$ cat config.mk
export PLATFORM = sky130hd
export DESIGN_NAME = ex_stage
export DESIGN_NICKNAME = d
export VERILOG_FILES = /design/src/rtl/riscv_pkg.sv /design/src/rtl/alu_core.sv /design/src/rtl/ex_stage.sv
export SDC_FILE = /design/constraint.sdc
export NUM_CORES = 1
export LEC_CHECK = 0
export ABC_AREA = 1
export CAP_MARGIN = 20
export CORE_MARGIN = 2
export CORE_UTILIZATION = 44
export CTS_CLUSTER_SIZE = 24
export DETAILED_ROUTE_END_ITERATION = 6
export GPL_ROUTABILITY_DRIVEN = 0
export PLACE_DENSITY = 0.7
export SLEW_MARGIN = 20
export SYNTH_ARGS = -nofsm -noshare
export SYNTH_HDL_FRONTEND = slang
export SYNTH_SLANG_ARGS = --single-unit
$ cat constraint.sdc
create_clock -name clk -period 6.2 [get_ports clk]
set_input_delay 0.93 -clock clk [delete_from_list [all_inputs] [get_ports clk]]
set_output_delay 0.93 -clock clk [all_outputs]
set_load 0.03 [all_outputs]
$ cat src/rtl/riscv_pkg.sv
// riscv_pkg: shared ALU opcodes, forwarding encodings and EX/MEM record
package riscv_pkg;
    localparam int XLEN = 32;
    localparam logic [3:0] ALU_AND = 4'd0;
    localparam logic [3:0] ALU_OR  = 4'd1;
    localparam logic [3:0] ALU_ADD = 4'd2;
    localparam logic [3:0] ALU_XOR = 4'd3;
    localparam logic [3:0] ALU_SLL = 4'd4;
    localparam logic [3:0] ALU_SRL = 4'd5;
    localparam logic [3:0] ALU_SUB = 4'd6;
    localparam logic [3:0] ALU_SRA = 4'd7;
    localparam logic [1:0] FWD_RF    = 2'b00;
    localparam logic [1:0] FWD_EXMEM = 2'b10;
    localparam logic [1:0] FWD_MEMWB = 2'b01;

    typedef struct packed {
        logic [XLEN-1:0] alu_result;
        logic [XLEN-1:0] store_data;
        logic [XLEN-1:0] branch_target;
        logic [4:0]      rd;
        logic            reg_write;
        logic            mem_read;
        logic            mem_write;
        logic            mem_to_reg;
        logic            zero;
        logic            branch_taken;
        logic            illegal_op;
    } exmem_t;

    // 2'b11 falls back to the register file value
    function automatic logic [XLEN-1:0] fwd_mux(input logic [1:0] sel, input logic [XLEN-1:0] rf,
                                                input logic [XLEN-1:0] exmem, input logic [XLEN-1:0] memwb);
        return (sel == FWD_EXMEM) ? exmem : (sel == FWD_MEMWB) ? memwb : rf;
    endfunction
endpackage

$ cat src/rtl/alu_core.sv
// alu_core: combinational RV32I ALU with zero and illegal-opcode flags
module alu_core
    import riscv_pkg::*;
(
    input  logic [XLEN-1:0] a,
    input  logic [XLEN-1:0] b,
    input  logic [3:0]      operation,
    output logic [XLEN-1:0] result,
    output logic            zero,
    output logic            illegal
);
    always_comb begin
        result  = '0;
        illegal = 1'b0;
        case (operation)
            ALU_AND: result = a & b;
            ALU_OR:  result = a | b;
            ALU_ADD: result = a + b;
            ALU_XOR: result = a ^ b;
            ALU_SLL: result = a << b[4:0];
            ALU_SRL: result = a >> b[4:0];
            ALU_SUB: result = a - b;
            ALU_SRA: result = $signed(a) >>> b[4:0];
            default: illegal = 1'b1;
        endcase
    end

    assign zero = (result == '0);
endmodule

$ cat src/rtl/ex_stage.sv
// ex_stage: operand forwarding, ALU, branch resolution and the EX/MEM register
module ex_stage #(
    parameter int XLEN = 32
) (
    input  logic            clk,
    input  logic            reset,
    input  logic            stall,
    input  logic            flush,
    input  logic [3:0]      operation,
    input  logic            alu_src,
    input  logic [XLEN-1:0] rs1_data,
    input  logic [XLEN-1:0] rs2_data,
    input  logic [XLEN-1:0] imm,
    input  logic [XLEN-1:0] pc,
    input  logic [1:0]      forward_a,
    input  logic [1:0]      forward_b,
    input  logic [XLEN-1:0] exmem_fwd_data,
    input  logic [XLEN-1:0] memwb_fwd_data,
    input  logic [4:0]      rd,
    input  logic            reg_write,
    input  logic            mem_read,
    input  logic            mem_write,
    input  logic            mem_to_reg,
    input  logic            branch,
    output logic [XLEN-1:0] alu_result_q,
    output logic [XLEN-1:0] store_data_q,
    output logic [XLEN-1:0] branch_target_q,
    output logic [4:0]      rd_q,
    output logic            reg_write_q,
    output logic            mem_read_q,
    output logic            mem_write_q,
    output logic            mem_to_reg_q,
    output logic            zero_q,
    output logic            branch_taken_q,
    output logic            illegal_op_q
);
    import riscv_pkg::*;

    logic [XLEN-1:0] op_a, fb, op_b, alu_result;
    logic            alu_zero, alu_illegal;
    exmem_t          exmem_d, exmem_q;

    assign op_a = fwd_mux(forward_a, rs1_data, exmem_fwd_data, memwb_fwd_data);
    assign fb   = fwd_mux(forward_b, rs2_data, exmem_fwd_data, memwb_fwd_data);
    assign op_b = alu_src ? imm : fb;

    alu_core u_alu (
        .a         (op_a),
        .b         (op_b),
        .operation (operation),
        .result    (alu_result),
        .zero      (alu_zero),
        .illegal   (alu_illegal)
    );

    always_comb begin
        exmem_d               = '0;
        exmem_d.alu_result    = alu_result;
        exmem_d.store_data    = fb;
        exmem_d.branch_target = pc + imm;
        exmem_d.rd            = rd;
        exmem_d.reg_write     = reg_write;
        exmem_d.mem_read      = mem_read;
        exmem_d.mem_write     = mem_write;
        exmem_d.mem_to_reg    = mem_to_reg;
        exmem_d.zero          = alu_zero;
        exmem_d.branch_taken  = branch & alu_zero;
        exmem_d.illegal_op    = alu_illegal;
    end

    // flush loads an all-zero bubble and overrides stall
    always_ff @(posedge clk) begin
        exmem_q <= (reset || flush) ? '0 : stall ? exmem_q : exmem_d;
    end

    assign alu_result_q    = exmem_q.alu_result;
    assign store_data_q    = exmem_q.store_data;
    assign branch_target_q = exmem_q.branch_target;
    assign rd_q            = exmem_q.rd;
    assign reg_write_q     = exmem_q.reg_write;
    assign mem_read_q      = exmem_q.mem_read;
    assign mem_write_q     = exmem_q.mem_write;
    assign mem_to_reg_q    = exmem_q.mem_to_reg;
    assign zero_q          = exmem_q.zero;
    assign branch_taken_q  = exmem_q.branch_taken;
    assign illegal_op_q    = exmem_q.illegal_op;
endmodule

==> flow_summary.yaml <==
global_routing:
  grt_pass1_wl_um: 116300
  grt-ovfl-total: 0
  grt_max_degree: 91
  grt_use_total_pct: 41.23
  first_global_vias: 20010
  antenna_found_initial: 1
finish:
  layout.nets: 3438
  finalNonFillerCells: 3560
  syn_to_final_growth_pct: 25.27
  most-common-layout-cells: "nand2_1, nand3_1, nor2_1"
  drive_above_1_share_pct: 4.810
  mostFrequentLayoutCell: "nand2_1"
detailed_routing:
  vias: 21340
  antenna_left: 0
  first_iter_violations: 3118
  vias_per_cell: 5.994
  first_pass_iters: 7
  routed_wl_um: 78350
  wl_per_cell_um: 22.01
  drc: 4
worst_hold_path:
  hold_class: "flop to flop"
  hold_path_depth: 2
  worstHoldStart: "rd_q[2]"
  holdPathEnd: "rd_q[2]"
critical_path:
  cp_max_fo: 48
  critical_path_required_ns: 6.50
  timing.rr.start: "alu_result_q[21]"
  r2r_end: "alu_result_q[21]"
  ff2ff_setup_slack_ns: 5.18
  start_kind: "input port"
  cp.arrival_ns: 6.04
  slowest_stage: "clkdlybuf4s50_1"
  worst_r2r_path_depth: 4
  cp_common_cell: "nand2_1"
  criticalPathCategory: "input port to flop"
  slowest_delay_ns: 0.61
  critPathCaptureType: "flop"
floorplanning:
  initial_core_util_pct: 44.43
  rows: 69
  die-area_sq_mm: 0.03727
  dieHeight_um: 193.1
  ios: 323
  die_w_um: 193.1
  core_sq_mm: 0.03540
logic_synthesis:
  ys_ff_latch: 108
  async_reset_ff_share_pct: 0
  synth.yosys.seq_area_share_pct: 13.75
  synth_area_sq_mm: 0.01573
  synth_fp_nets: 3172
  synth.avg_cell_area_sq_um: 5.563
  yosys_warnings: 0
  ys_types: 55
  synth_edf_count: 0
  netlist_instances: 2827
  synth-main-ff-cell: "dfxtp_1"
placement:
  dp_hpwl_um: 62410
  dp.cells: 3543
  dp_slack_ns: 0.1874
  port_buffers: 322
sta:
  rsz0062_at_grt: "no"
  worst_pin_slew_ns: 1.074
  fin_setup_tns_ns: 0
  setup_viol: 0
  max_freq_ghz: 0.1743
  relSlewSlack_pct: 27.91
  postLayoutSetupSlackWorst_ns: 0.4644
  final.period_utilization_pct: 92.51
  hold_viol_final: 0
  fin_skew_ns: 0
  drv_slew: 0
  min_period_ns: 5.736
power:
  ir_worst_vdd_v: 0.0001476
  p_leak_uw: 0.009933
  power_uw: 3463
  p_per_area_mw_per_mm2: 175.8
cts:
  clock_path_buffers: 2
  cts_buffers: 9
  post_cts_buffers: 0
  cts-root-buf: "clkbuf_16"
  cts_max_level: 3
  clock_sinks: 108
  clk_latency_ns: 0.37
  clk_pin_slew_worst_paths_ns: 0.09
  cts_tree: "yes"
run_status:
  violations: "design-rule violations"
  status: "finished, violations left"
run:
  drv_cap: 0
registers in the layout, summed over array words and instances, names as in the netlist:
signal	count
store_data_q	32
rd_q	5
zero_q	1
reg_write_q	1
branch_target_q	32
branch_taken_q	1
alu_result_q	32
mem_write_q	1
mem_to_reg_q	1
illegal_op_q	1
mem_read_q	1
timing repair:
action,CTS,global route
hold buffers,0,0
endpoints found under the setup margin,0,1
resized for setup,0,1
cell families (layout without fill, tap and decap cells):
kind of cell / Yosys count / count (layout) / share of synthesized area (%)
AND/OR/NAND/NOR: 1701 / 1701 / 46.21
buffers and inverters: 389 / 660 / 10.41
adder cells (fa/ha/maj): 130 / 130 / 10.44
flip-flops: 108 / 108 / 13.75
AO/OA/AOI/OAI: 442 / 442 / 16.01
XOR/XNOR: 57 / 57 / 3.174
other: 0 / 1 / 0
through the flow:
stage	util, %	cell area [sq um]	hold WS, ns
6_report	55.66	19700	0.4719
5_1_grt	55.66	19700	0.4843
3_3_place_gp	54.77	19390	0.4520
3_5_place_dp	54.77	19390	0.4585
4_1_cts	55.64	19700	0.4725
2_1_floorplan	-	15730	0.5934
where the power goes:
part / internal, uW / total, uW / switching, uW
Clock: 294 / 632 / 338
Sequential: 726 / 749 / 23.2
Combinational: 687 / 2080 / 1390
Yosys cell counts (7+ instances only):
cell type | number | area (sq um)
a221oi_1 | 26 | 227.7
nand3_1 | 419 | 2097
inv_1 | 247 | 927.1
o21ai_0 | 166 | 830.8
buf_4 | 14 | 105.1
nor2_1 | 340 | 1276
nand2_2 | 10 | 62.56
xor2_1 | 48 | 420.4
or2_2 | 18 | 112.6
ha_1 | 128 | 1602
o211ai_1 | 30 | 225.2
buf_6 | 9 | 101.4
buf_2 | 38 | 190.2
xnor2_1 | 9 | 78.83
or2_1 | 24 | 150.1
o21ai_1 | 11 | 55.05
nand4_1 | 14 | 87.58
o21a_1 | 8 | 60.06
nor3_1 | 14 | 70.07
dfxtp_1 | 108 | 2162
nand2_1 | 829 | 3112
nand3_2 | 7 | 70.07
a31oi_1 | 16 | 100.1
clkbuf_1 | 62 | 232.7
a21oi_1 | 153 | 765.7
inv_2 | 7 | 26.28
layer usage:
metal  track usage [%]  vias to the layer above  routed length [um]
met5                 0                        -                   0
met4             29.17                        0                6774
met3             12.90                      371               10330
met2             62.31                     1581               32760
met1             49.58                     9542               28490
li1                  -                     9843                   -
final cells by class:
type | count | area (sq um)
diodes | 1 | 2.502
flip-flops and latches | 108 | 2162
well taps | 461 | 576.8
fillers | 3638 | 15700
clock buffers | 9 | 225.2
multi-input cells | 2330 | 11950
inverters | 258 | 978.4
repair buffers | 386 | 3724
clock inverters | 7 | 83.83
how the worst max path moves through the flow:
stage	from	end
finish	forward_b[1]	branch_taken_q
global placement	forward_b[1]	branch_taken_q
detailed placement	forward_b[1]	branch_taken_q
global route	operation[1]	branch_taken_q
floorplan	forward_b[0]	branch_taken_q
CTS	forward_b[1]	branch_taken_q
worst max-delay path: cells and delay by family:
kind | cells | cell delay (ns)
compound gates | 5 | 0.81
fa+ha+maj | 1 | 0.40
simple gates | 19 | 2.75
xor+xnor | 1 | 0.16
buf+inv | 3 | 0.98
(Power assumes the default switching activity.)
